`src/rtl/jam_cost_host_if.sv`:
```
// Host <-> loader/engine signal bundle for jam_cost_host.
// master: loader and engine side; slave: the host itself.
interface jam_cost_host_if;
    localparam int unsigned IDX_W   = 3;
    localparam int unsigned DATA_W  = 7;
    localparam int unsigned MC_W    = 10;
    localparam int unsigned MATCH_W = 4;
    localparam int unsigned CNT_W   = 24;

    logic               load_valid;
    logic [DATA_W-1:0]  load_data;
    logic               load_ready;
    logic               restart;
    logic               jam_rst;
    logic [IDX_W-1:0]   W;
    logic [IDX_W-1:0]   J;
    logic [DATA_W-1:0]  Cost;
    logic               Valid;
    logic [MC_W-1:0]    MinCost;
    logic [MATCH_W-1:0] MatchCount;
    logic               res_valid;
    logic [MC_W-1:0]    res_min_cost;
    logic [MATCH_W-1:0] res_match_count;
    logic [CNT_W-1:0]   res_cycles;
    logic               res_timeout;

    modport master (
        output load_valid, load_data, restart, W, J, Valid, MinCost, MatchCount,
        input  load_ready, jam_rst, Cost, res_valid, res_min_cost,
               res_match_count, res_cycles, res_timeout
    );

    modport slave (
        input  load_valid, load_data, restart, W, J, Valid, MinCost, MatchCount,
        output load_ready, jam_rst, Cost, res_valid, res_min_cost,
               res_match_count, res_cycles, res_timeout
    );
endinterface

```
`src/rtl/jam_cost_host.sv`:
```
// Cost-matrix host for the job-assignment engine: loads 64 costs, serves lookups, captures results.
// Optional RUN watchdog enabled by defining JAM_TIMEOUT_EN.
module jam_cost_host #(
    parameter logic [23:0] TIMEOUT_CYCLES = 24'd2_000_000
) (
    input  logic             CLK,
    input  logic             RST,
    jam_cost_host_if.slave   bus
);
    localparam int unsigned ADDR_W  = 6;
    localparam int unsigned DATA_W  = 7;
    localparam int unsigned MC_W    = 10;
    localparam int unsigned MATCH_W = 4;
    localparam int unsigned CNT_W   = 24;
    localparam int unsigned DEPTH   = 64;
    localparam logic [CNT_W-1:0]  CNT_MAX   = '1;
    localparam logic [ADDR_W-1:0] LAST_ADDR = '1;

    typedef enum logic [1:0] {
        ST_LOAD = 2'd0,
        ST_RUN  = 2'd1,
        ST_DONE = 2'd2
    } state_e;

    logic [DATA_W-1:0]  mem_q [DEPTH];

    state_e             state_q, state_d;
    logic [ADDR_W-1:0]  waddr_q, waddr_d;
    logic [CNT_W-1:0]   cnt_q, cnt_d, cnt_inc;
    logic               jam_rst_q, jam_rst_d;
    logic               load_ready_q, load_ready_d;
    logic [DATA_W-1:0]  cost_q, cost_d;
    logic               res_valid_q, res_valid_d;
    logic [MC_W-1:0]    res_min_cost_q, res_min_cost_d;
    logic [MATCH_W-1:0] res_match_count_q, res_match_count_d;
    logic [CNT_W-1:0]   res_cycles_q, res_cycles_d;
    logic               res_timeout_q, res_timeout_d;
    logic               load_acc;
    logic               timeout_hit;

    assign load_acc = (state_q == ST_LOAD) && bus.load_valid;
    assign cnt_inc  = (cnt_q == CNT_MAX) ? cnt_q : cnt_q + CNT_W'(1);

`ifdef JAM_TIMEOUT_EN
    // cnt_inc is the RUN-cycle count including the current cycle
    assign timeout_hit = (cnt_inc >= TIMEOUT_CYCLES);
`else
    logic timeout_unused;
    assign timeout_unused = ^TIMEOUT_CYCLES;
    assign timeout_hit    = 1'b0;
`endif

    // Next-state, counters and result capture
    always_comb begin
        state_d           = state_q;
        waddr_d           = waddr_q;
        cnt_d             = cnt_q;
        res_min_cost_d    = res_min_cost_q;
        res_match_count_d = res_match_count_q;
        res_cycles_d      = res_cycles_q;
        res_timeout_d     = res_timeout_q;

        case (state_q)
            ST_LOAD: begin
                cnt_d = '0;
                if (load_acc) begin
                    waddr_d = waddr_q + ADDR_W'(1);
                    if (waddr_q == LAST_ADDR) begin
                        state_d = ST_RUN;
                    end
                end
            end
            ST_RUN: begin
                cnt_d = cnt_inc;
                if (bus.Valid) begin
                    state_d           = ST_DONE;
                    res_min_cost_d    = bus.MinCost;
                    res_match_count_d = bus.MatchCount;
                    res_cycles_d      = cnt_inc;
                    res_timeout_d     = 1'b0;
                end else if (timeout_hit) begin
                    state_d           = ST_DONE;
                    res_min_cost_d    = '0;
                    res_match_count_d = '0;
                    res_cycles_d      = TIMEOUT_CYCLES;
                    res_timeout_d     = 1'b1;
                end
            end
            ST_DONE: begin
                if (bus.restart) begin
                    state_d           = ST_LOAD;
                    waddr_d           = '0;
                    res_min_cost_d    = '0;
                    res_match_count_d = '0;
                    res_cycles_d      = '0;
                    res_timeout_d     = 1'b0;
                end
            end
            default: state_d = ST_LOAD;
        endcase

        res_valid_d  = (state_d == ST_DONE);
        jam_rst_d    = (state_d != ST_RUN);
        load_ready_d = (state_d == ST_LOAD);
        cost_d       = mem_q[{bus.W, bus.J}];
    end

    always_ff @(posedge CLK) begin
        if (RST) begin
            state_q           <= ST_LOAD;
            waddr_q           <= '0;
            cnt_q             <= '0;
            jam_rst_q         <= 1'b1;
            load_ready_q      <= 1'b1;
            cost_q            <= '0;
            res_valid_q       <= 1'b0;
            res_min_cost_q    <= '0;
            res_match_count_q <= '0;
            res_cycles_q      <= '0;
            res_timeout_q     <= 1'b0;
        end else begin
            state_q           <= state_d;
            waddr_q           <= waddr_d;
            cnt_q             <= cnt_d;
            jam_rst_q         <= jam_rst_d;
            load_ready_q      <= load_ready_d;
            cost_q            <= cost_d;
            res_valid_q       <= res_valid_d;
            res_min_cost_q    <= res_min_cost_d;
            res_match_count_q <= res_match_count_d;
            res_cycles_q      <= res_cycles_d;
            res_timeout_q     <= res_timeout_d;
        end
    end

    // Matrix storage, deliberately without reset
    always_ff @(posedge CLK) begin
        if (load_acc && !RST) begin
            mem_q[waddr_q] <= bus.load_data;
        end
    end

    assign bus.load_ready      = load_ready_q;
    assign bus.jam_rst         = jam_rst_q;
    assign bus.Cost            = cost_q;
    assign bus.res_valid       = res_valid_q;
    assign bus.res_min_cost    = res_min_cost_q;
    assign bus.res_match_count = res_match_count_q;
    assign bus.res_cycles      = res_cycles_q;
    assign bus.res_timeout     = res_timeout_q;

endmodule

```
`src/flat_wrapper.sv`:
```
// flat-port wrapper written by rule: the top's interface ports become plain ports
module jam_cost_host_flat 
#(
    parameter logic [23:0] TIMEOUT_CYCLES = 24'd2_000_000
)
  (CLK, RST, bus_load_valid, bus_load_data, bus_restart, bus_W, bus_J, bus_Valid, bus_MinCost, bus_MatchCount, bus_load_ready, bus_jam_rst, bus_Cost, bus_res_valid, bus_res_min_cost, bus_res_match_count, bus_res_cycles, bus_res_timeout);
  jam_cost_host_if bus_i ();
  input  logic CLK;
  input  logic RST;
  input wire logic [$bits(bus_i.load_valid)-1:0] bus_load_valid;
  input wire logic [$bits(bus_i.load_data)-1:0] bus_load_data;
  input wire logic [$bits(bus_i.restart)-1:0] bus_restart;
  input wire logic [$bits(bus_i.W)-1:0] bus_W;
  input wire logic [$bits(bus_i.J)-1:0] bus_J;
  input wire logic [$bits(bus_i.Valid)-1:0] bus_Valid;
  input wire logic [$bits(bus_i.MinCost)-1:0] bus_MinCost;
  input wire logic [$bits(bus_i.MatchCount)-1:0] bus_MatchCount;
  output wire logic [$bits(bus_i.load_ready)-1:0] bus_load_ready;
  output wire logic [$bits(bus_i.jam_rst)-1:0] bus_jam_rst;
  output wire logic [$bits(bus_i.Cost)-1:0] bus_Cost;
  output wire logic [$bits(bus_i.res_valid)-1:0] bus_res_valid;
  output wire logic [$bits(bus_i.res_min_cost)-1:0] bus_res_min_cost;
  output wire logic [$bits(bus_i.res_match_count)-1:0] bus_res_match_count;
  output wire logic [$bits(bus_i.res_cycles)-1:0] bus_res_cycles;
  output wire logic [$bits(bus_i.res_timeout)-1:0] bus_res_timeout;
  assign bus_i.load_valid = bus_load_valid;
  assign bus_i.load_data = bus_load_data;
  assign bus_i.restart = bus_restart;
  assign bus_i.W = bus_W;
  assign bus_i.J = bus_J;
  assign bus_i.Valid = bus_Valid;
  assign bus_i.MinCost = bus_MinCost;
  assign bus_i.MatchCount = bus_MatchCount;
  assign bus_load_ready = bus_i.load_ready;
  assign bus_jam_rst = bus_i.jam_rst;
  assign bus_Cost = bus_i.Cost;
  assign bus_res_valid = bus_i.res_valid;
  assign bus_res_min_cost = bus_i.res_min_cost;
  assign bus_res_match_count = bus_i.res_match_count;
  assign bus_res_cycles = bus_i.res_cycles;
  assign bus_res_timeout = bus_i.res_timeout;
  jam_cost_host #(.TIMEOUT_CYCLES(TIMEOUT_CYCLES)) u_core (.CLK(CLK), .RST(RST), .bus(bus_i));
endmodule
```
`config.mk`:
```
export PLATFORM = sky130hd
export DESIGN_NAME = jam_cost_host_flat
export DESIGN_NICKNAME = d
export VERILOG_FILES = /design/src/rtl/jam_cost_host_if.sv /design/src/rtl/jam_cost_host.sv /design/src/flat_wrapper.sv
export SDC_FILE = /design/constraint.sdc
export NUM_CORES = 1
export LEC_CHECK = 0
export CAP_MARGIN = 25
export CORE_MARGIN = 5
export CORE_UTILIZATION = 55
export CTS_BUF_LIST = sky130_fd_sc_hd__clkbuf_4 sky130_fd_sc_hd__clkbuf_8
export DETAILED_ROUTE_END_ITERATION = 8
export GPL_TIMING_DRIVEN = 1
export PLACE_DENSITY = 0.73
export SLEW_MARGIN = 10
export SYNTH_ARGS = -nofsm -noshare
export SYNTH_HDL_FRONTEND = slang
export SYNTH_SLANG_ARGS = --single-unit
```
`constraint.sdc`:
```
create_clock -name CLK -period 5.01 [get_ports CLK]
set_input_delay 0.501 -clock CLK [delete_from_list [all_inputs] [get_ports CLK]]
set_output_delay 0.501 -clock CLK [all_outputs]
set_load 0.005 [all_outputs]
```
After elaboration in Yosys (flattened, before gate mapping)
Memory sizes are Yosys's and may differ from the RTL's. A register that Yosys moved wholly into a read port is not among the register bits.
Index checks and enable logic that the tools add are counted.

word-level totals
  flip-flop bits (word level) = 74
  RAM bits = 448
  bits of input ports = 32
  output and inout port bits = 49
  logic and storage cells = 56
  memories = 1

cells by class
  $add $sub $neg = 2
  eq/ne operators = 9
  multiplexer cells = 24
  reductions and logical operators = 10

memory list
  name          depth  width  read ports  clocked after Yosys merged registers in  write ports  RTL line             source
  u_core.mem_q  64     7      1           1                                        1            jam_cost_host.sv:25  logic [DATA_W-1:0] mem_q [DEPTH];

operators with widths
  cell                                                  number
  case mux 24 bit (2 select lines)                      2
  two-way mux 24 bit                                    3
  adder 24 x 1 -> 24 bit (second input constant)        1
  equality test 24 bit (second input constant)          1
  two-way mux 10 bit                                    2
  case mux 10 bit (2 select lines)                      1
  two-way mux 6 bit                                     2
  case mux 6 bit (2 select lines)                       1
  two-way mux 2 bit                                     4
  two-way mux 4 bit                                     2
  case mux 4 bit (2 select lines)                       1
  adder 6 x 1 -> 6 bit (second input constant)          1
  equality test 6 bit (second input constant)           1
  case mux 2 bit (3 select lines)                       1
  AND reduction 3 bit                                   2
  nonzero test 2 bit                                    3
  equality test 2 bit (second input constant)           2
  logical NOT 2 bit                                     2
  two-way mux 1 bit                                     4
  != test 2 x 1 -> 1 bit (second input constant)        2
  != test 2 bit (second input constant)                 2
  equality test 2 x 1 -> 1 bit (second input constant)  1
  logical AND 1 bit                                     2
  case mux 1 bit (2 select lines)                       1
  logical NOT 1 bit                                     1

Depth between registers and ports, before layout
Gate-level depths: netlist of the first run.

  depth in word-level cells = 5
  gate-level depth with buffers = 9
  mapped depth without buffers = 6

Least setup slack after synthesis of the first run
OpenSTA, ideal clock, no wires.

  kind = input-to-reg
  start = input port RST
  end = memory u_core.mem_q[56][0] (enable)
  library setup time = 360 ps
  arrival = 1,819 ps
  data required time = 4,650 ps
  setup slack = 2,831 ps
  cell stages on the path = 4
  buffers on the path = 1
  path through = clkbuf_1 nor4b_1 nand3_1 nor2_1

between the ends
  word-level cells in the longest chain between the ends = 4

ends and longest elaborated chain
  element                                  RTL line              source
  start: declaration                       flat_wrapper.sv:9     input logic RST;
  logical NOT 1 bit                        jam_cost_host.sv:138  if (load_acc && !RST) begin
  logical AND 1 bit                        jam_cost_host.sv:138
  two-way mux 1 bit                        jam_cost_host.sv:138
  two-way mux 1 bit (not written as such)  jam_cost_host.sv:139  mem_q[waddr_q] <= bus.load_data;
  end: declaration                         jam_cost_host.sv:25

No other way between the ends.

Final worst setup path of the first run
  start = register u_core.state_q[0]
  end = memory u_core.mem_q[57][3] (enable)

between the ends
  word-level cells in the longest chain between the ends = 5

ends and longest elaborated chain
  element                                  RTL line              source
  start: declaration                       jam_cost_host.sv:27   state_e state_q, state_d;
  start signal: assignment                 jam_cost_host.sv:122  state_q <= state_d;
  logical NOT 2 bit                        jam_cost_host.sv:41   assign load_acc = (state_q == ST_LOAD) && bus.load_valid;
  logical AND 1 bit                        jam_cost_host.sv:41
  logical AND 1 bit                        jam_cost_host.sv:138
  two-way mux 1 bit                        jam_cost_host.sv:138
  two-way mux 1 bit (not written as such)  jam_cost_host.sv:139

No other way between the ends.

==> metrics.md, run 1 <==
| Metric | Value |
|---|---|
| Status | `finished clean` |
| First-pass GRT wire length | `roughly 74,000 um` |
| Routed wire per std cell | `~25 um` |
| Largest net degree at the start of global routing | `70` |
| Top delay family on crit path | `simple AND/OR/NAND/NOR gates` |
| Final period util | `53.8%` |
| Clock sinks | `528` |
| CTS clk-pin slew, worst paths | `~0.06 ns` |
| DR vias | `~12,000` |
| First-pass detailed-route iteration total | `5` |
| Final ANT Viol Nets | `0` |
| GR Layer Usage met3 | `under 10%` |
| Max VDD drop | `roughly 0.20 mV` |
| Initial antenna violation count | `0` |
| Die Wd | `206 um` |
| Crit. End Element | `flip-flop` |
| Area growth, synth to finish | `13.4%` |
| Seq pwr share | `53.8%` |
| Top Ports | `81` |
| Xor/xnor cell area share of the yosys netlist | `0.911%` |
| Yosys reg bits | `528` |
| Logic pwr share | `under 10%` |
| PD cells | `370 mW/mm2` |
| Fin cells | `1,928` |
| Max Buffers Root-to-Sink | `3` |
| Placed Instances | `1,776` |
| Post-Syn Area | `0.0212 mm2` |
| GRT met2 Usage | `35.6%` |
| Slew Limit Fails | `0` |
| Post-synthesis mux area share | `13.5%` |
| RePlAce Congestion | `0.887` |
| Psw | `1.89 mW` |
| # DRC | `0` |
| Row Count | `between 70 and 80` |
| Post-synth top cells | `edfxtp_1, nor2_1, mux4_2` |
| Setup TNS | `0 ns` |
| Starting Density | `between 50% and 60%` |
| Hold Path Class | `in -> reg` |
| Worst Path Buf+Inv | `3` |
| Setup Skew | `0.0155 ns` |
| Final net count | `1,386` |
| CTS Root Buffer Type | `clkbuf_8` |
| Critical Path RT | `5.28 ns` |
| Hold slack | `0.342 ns` |
| Main combinational cell family by area after synthesis | `multiplexers` |
| Startpoint Class | `flip-flop` |
| Post-cts resize count | `0` |
| Max Freq | `371 MHz` |
| Final instance area | `0.0240 mm2` |
| Die ar. | `0.0425 mm2` |
| Initial detailed-routing violation count | `1,091` |
| Avg Inst Size Synth | `about 17 um2` |
| Setup violators final | `0` |
| Worst-Margin Slew | `between 1 and 1.5 ns` |
| Gr usage total | `23.5%` |
| Top cell type's share of synthesized area | `63.6%` |
| Cell Chain, Critical Path | `buf_4 > clkinv_1 > nand2_1 > nor4b_1 > clkbuf_2 > nand3_1 > nor2_1` |
| Core area | `0.0378 mm2` |
| Pint | `6.99 mW` |
| Gr busiest metal | `met2` |
| Final wirelength | `48,500 um` |
| Synth top area cells | `edfxtp_1, mux4_2, dfxtp_1, nor2_1, nand2_1` |
| Number of synthesized flops with an enable pin | `448` |
| Vias in the first global route | `11,900` |
| Gate Count Post-Synth | `~1,200` |
| ANT cells | `0` |
| WP data arrival | `2.96 ns` |
| Hold buffer count at CTS | `0` |
| Post-route minimum period | `2.70 ns` |
| Post-DP Area | `about 0.022 mm2` |
| Largest stage delay, worst path | `0.59 ns` |
| Clk network pwr share | `41.8%` |
| Sw Ratio | `21.3%` |
| Final hold vios | `0` |
| Setup bufs post-CTS | `0` |
| GRT overflow | `0` |
| RSZ-0062 raised after global routing | `no` |
| I/O Buffers | `79` |
| Crit path max-delay cell type | `nor2_1` |
| Crit path kind | `reg -> reg` |
| Count leader, synth | `edfxtp_1` |
| Die Y | `206 um` |
| Crit Path Max Fanout | `27` |
| Mapped Nets | `1,277` |
| Slew headroom | `a little under a third` |
| CTS tree | `built` |
| Clk Latency, worst-skew pair | `0.64 ns` |
| Synth warnings | `0` |
| Placed wire-length estimate | `a little under 30,000 um` |
| Seq/Total Area, Yosys | `71.1%` |
| Synth Area in Compound Gates | `around 5.2%` |
| Ys async rst share | `0%` |
| CTS Buf Count | `84` |
| Synthesized-area fraction occupied by adder cells | `0.118%` |
| Global Route met1 Usage | `33.8%` |
| Post-synth cell types | `70` |
| Power Total | `a little under 9 mW` |
| Static leakage | `7.50 nW` |
| Leading area contributor after synthesis | `edfxtp_1` |
| Most used DFF post-synth | `edfxtp_1` |
| Synth Area in Simple Gates | `7.00%` |
| Max Cap Viol | `0` |
| Share of layout cells above drive strength 1 | `21.0%` |
| H-tree levels | `3` |
| Drt via density | `6.18` |
==> logic make-up (layout without fill, tap and decap cells) <==
group                      Yosys count  count (layout)
DFF                                528             528
and+or+nand+nor                    311             311
AOI/OAI and AO/OA                  156             156
muxes                              141             141
buffers and inverters               82             256
xor gates and xnor gates            22              22
adders and majority gates            2               2
other                                1               1
==> power by group through the flow <==
stage	combinational, mW	sequential, mW	clock (mW)
finish	0.391	4.78	3.71
global route	0.416	4.78	4.00
CTS	0.392	4.78	3.77
detailed placement	0.393	4.87	0
global placement	0.389	4.87	0
floorplan	0.218	4.87	0
==> cell type report <==
type                            instances  area (um2)
Clock buffer                          114        1430
Clock inverter                         37         285
Fill cell                            2669       13800
Inverter                                5        18.8
Multi-Input combinational cell        633        5660
Sequential cell                       528       15100
Tap cell                              511         639
Timing Repair Buffer                  100         917
==> registers in the layout, indices dropped and copies added, names as in the netlist <==
register	count
u_core.bus.res_valid	1
u_core.bus.load_ready	1
u_core.waddr_q	6
u_core.bus.Cost	7
u_core.mem_q	448
u_core.bus.res_cycles	24
u_core.bus.res_min_cost	10
u_core.bus.res_match_count	4
u_core.state_q	2
u_core.bus.jam_rst	1
u_core.cnt_q	24
==> cells in the final DEF (no fill, tap or decap), types with 15 or more instances in the layout <==
cell and n:
edfxtp_1 448, clkbuf_4 22, clkbuf_8 92, a22oi_1 15, clkinv_1 15, a31oi_1 16, mux2i_1 24, o21ai_0 26
mux4_2 115, buf_4 22, clkdlybuf4s50_1 68, nand2_1 75, nor2_1 120, nand3_1 26, a21oi_1 20, dfxtp_1 80
==> metrics by stage <==
step                      utilization, %  worst slack (ns)
after floorplan                        -              2.83
after global placement              58.9              1.54
after detailed placement            58.9              1.48
after CTS                           63.4              1.77
after global routing                63.4              2.13
final                               63.4              2.31
==> per-layer routing <==
| metal | share of wire (%) | vias up |
|---|---|---|
| met5 | 0 | - |
| met4 | 3.0 | 0 |
| met3 | 9.0 | 96 |
| met2 | 46 | 629 |
| met1 | 42 | 5979 |
| li1 | - | 5206 |
==> worst reg2reg max path: stages (launching register included) <==
cell      delay (ns)
dfxtp_1         0.29
buf_4           0.22
clkinv_1        0.22
nand2_1         0.14
nor4b_1         0.32
clkbuf_2        0.24
nand3_1         0.31
nor2_1          0.59
==> final timing paths <==
| path | startpoint | end | slack (ns) | cells past startpoint |
|---|---|---|---|---|
| setup / recovery | u_core.state_q[0]$_SDFF_PP0_ | u_core.mem_q[57][3]$_DFFE_PP_ | 2.31 | 7 |
| hold / removal | bus_load_data[5] | u_core.mem_q[30][5]$_DFFE_PP_ | 0.34 | 1 |
| hold reg to reg | u_core.bus.res_cycles[9]$_SDFFE_PP0P_ | u_core.bus.res_cycles[9]$_SDFFE_PP0P_ | 0.45 | 2 |
| setup reg to reg | u_core.state_q[0]$_SDFF_PP0_ | u_core.mem_q[57][3]$_DFFE_PP_ | 2.31 | 7 |
Power figures use the tool's default switching activity.
==> run 2, diff against run 1 <==
==> constraint.sdc (replaced) <==
create_clock -name CLK -period 2.54 [get_ports CLK]
set_input_delay 0.254 -clock CLK [delete_from_list [all_inputs] [get_ports CLK]]
set_output_delay 0.254 -clock CLK [all_outputs]
set_load 0.005 [all_outputs]
==> metrics.md, run 2 (synthesis results as in run 1) <==
| Metric | Value |
|---|---|
| Final ANT Viol Nets | `0` |
| Max Buffers Root-to-Sink | `3` |
| Placed Instances | `1,874` |
| First-pass detailed-route iteration total | `7` |
| Max Cap Viol | `0` |
| Crit. End Element | `flip-flop` |
| Routed wire per std cell | `24.1 um` |
| Row Count | `71` |
| First-pass GRT wire length | `75,200 um` |
| Cell Chain, Critical Path | `and3_1 > nand3_1 > o41a_1 > xnor2_1 > o21ai_0` |
| Worst-Margin Slew | `0.756 ns` |
| CTS Buf Count | `a little over 80` |
| Vias in the first global route | `approximately 12,000` |
| WP data arrival | `2.79 ns` |
| Crit Path Max Fanout | `10` |
| Final Worst Setup Slack | `between 0.2 and 0.3 ns` |
| DR vias | `roughly 12,000` |
| H-tree levels | `3` |
| Final hold vios | `0` |
| Setup violators final | `0` |
| Status | `finished clean` |
| Final wirelength | `48,800 um` |
| I/O Buffers | `between 70 and 80` |
| PD cells | `689 mW/mm2` |
| Worst path depth | `5` |
| Max Freq | `438 MHz` |
| Slew headroom | `49.6%` |
| Fin cells | `2,024` |
| Final period util | `about nine tenths` |
| Setup Skew | `0.0328 ns` |
| CTS Root Buffer Type | `clkbuf_8` |
| Largest stage delay, worst path | `~0.52 ns` |
| Most common cell after layout, fill and taps aside | `edfxtp_1` |
| RSZ-0062 raised after global routing | `no` |
| Crit path kind | `reg -> reg` |
| Core area | `0.0378 mm2` |
| Initial antenna violation count | `0` |
| Final net count | `1,482` |
| Die ar. | `0.0425 mm2` |
| Most flops, register | `u_core.mem_q` |
| Reg2Reg Depth | `5` |
| Initial detailed-routing violation count | `about 1,300` |
| Max VDD drop | `roughly 0.42 mV` |
| RePlAce Congestion | `about 0.89` |
| Top delay family on crit path | `simple AND/OR/NAND/NOR gates` |
| Placed wire-length estimate | `around 32,000 um` |
| Hold Path Class | `in -> reg` |
| Slew Limit Fails | `0` |
| Die Wd | `206 um` |
| Startpoint Class | `flip-flop` |
| GRT overflow | `0` |
| Post-cts resize count | `0` |
| Commonest non-fill, non-tap cells in the layout | `edfxtp_1, nor2_1, mux4_2` |
| Clock sinks | `528` |
| Setup TNS | `0 ns` |
| Worst Hold Depth | `1` |
| Starting Density | `a little under three fifths` |
| Critical Path RT | `3.04 ns` |
| Top Ports | `81` |
| Gr usage total | `23.5%` |
| ANT cells | `0` |
| Worst Path Buf+Inv | `0` |
| Static leakage | `7.98 nW` |
| Largest net degree at the start of global routing | `65` |
| Drt via density | `6.09` |
| Clk Latency, worst-skew pair | `around 0.62 ns` |
| Die Y | `206 um` |
| CTS clk-pin slew, worst paths | `~0.070 ns` |
| Post-route minimum period | `~2.3 ns` |
| Area growth, synth to finish | `16.6%` |
| DP Worst Slack | `roughly 0.16 ns` |
| CTS tree | `built` |
| Max reg flops | `448` |
| Power Total | `17.0 mW` |
| Share of layout cells above drive strength 1 | `between 20 and 25%` |
| Crit path max-delay cell type | `o41a_1` |
| # DRC | `0` |
-- run 2: changes by cell type in the layout (fill, tap and decap cells not counted), sizes merged --
cell / before / now
clkinvlp: 7 / 2
buf: 31 / 129
clkinv: 27 / 40
bufinv: 4 / 2
dlygate4sd3: 0 / 1
clkbuf: 115 / 106
-- run 2: repair_timing --
action | in CTS | in global routing
endpoints found under the hold margin | 4 | 0
hold buffers | 1 | 0
buffers inserted | 0 | 0
-- run 2: layout make-up --
type	count	area, um2
sequential	528	15100
fill	2643	13200
multi-input combinational	633	5660
timing repair buffer	198	1740
clock buffer	106	1330
tap	511	639
clock inverter	43	238
inverter	5	18.8
-- run 2: final timing paths --
check,from,end,slack [ns]
worst min-delay path,bus_load_data[4],u_core.mem_q[12][4]$_DFFE_PP_,0.21
worst max-delay path,u_core.cnt_q[7]$_SDFFE_PP0P_,u_core.bus.res_cycles[11]$_SDFFE_PP0P_,0.26
worst max register to register,u_core.cnt_q[7]$_SDFFE_PP0P_,u_core.bus.res_cycles[11]$_SDFFE_PP0P_,0.26
worst min register to register,u_core.bus.res_cycles[9]$_SDFFE_PP0P_,u_core.bus.res_cycles[9]$_SDFFE_PP0P_,0.45
-- run 2: power by group --
group / internal [mW] / total (mW) / switching [mW]
combinational: 0.338 / 0.815 / 0.477
clock: 3.62 / 6.76 / 3.14
sequential: 9.41 / 9.43 / 0.0190
total: 13.4 / 17.0 / 3.64
-- run 2: per-stage QoR --
step	hold slack [ns]	cell area (um2)	utilization [%]
final	0.213	24700	65.2
after global routing	0.189	24700	65.2
after CTS	0.170	24700	65.2
after detailed placement	0.445	23100	61.0
after global placement	0.436	23100	61.0
after floorplan	0.353	21200	-
-- run 2: metal layers --
layer	track usage (%)	share of wire, %
met1	33.2	41
met4	6.80	2.2
met5	0	0
met3	5.02	8.2
met2	37.7	49
==> run 3, diff against run 2 <==
--- a/config.mk
+++ b/config.mk
@@ -12,7 +12,7 @@
 export DETAILED_ROUTE_END_ITERATION = 8
 export GPL_TIMING_DRIVEN = 1
 export PLACE_DENSITY = 0.73
-export SLEW_MARGIN = 10
+export SLEW_MARGIN = 20
 export SYNTH_ARGS = -nofsm -noshare
 export SYNTH_HDL_FRONTEND = slang
 export SYNTH_SLANG_ARGS = --single-unit
==> results of run 3 <==
Final layout, timing and power as in run 2 (identical DEF).
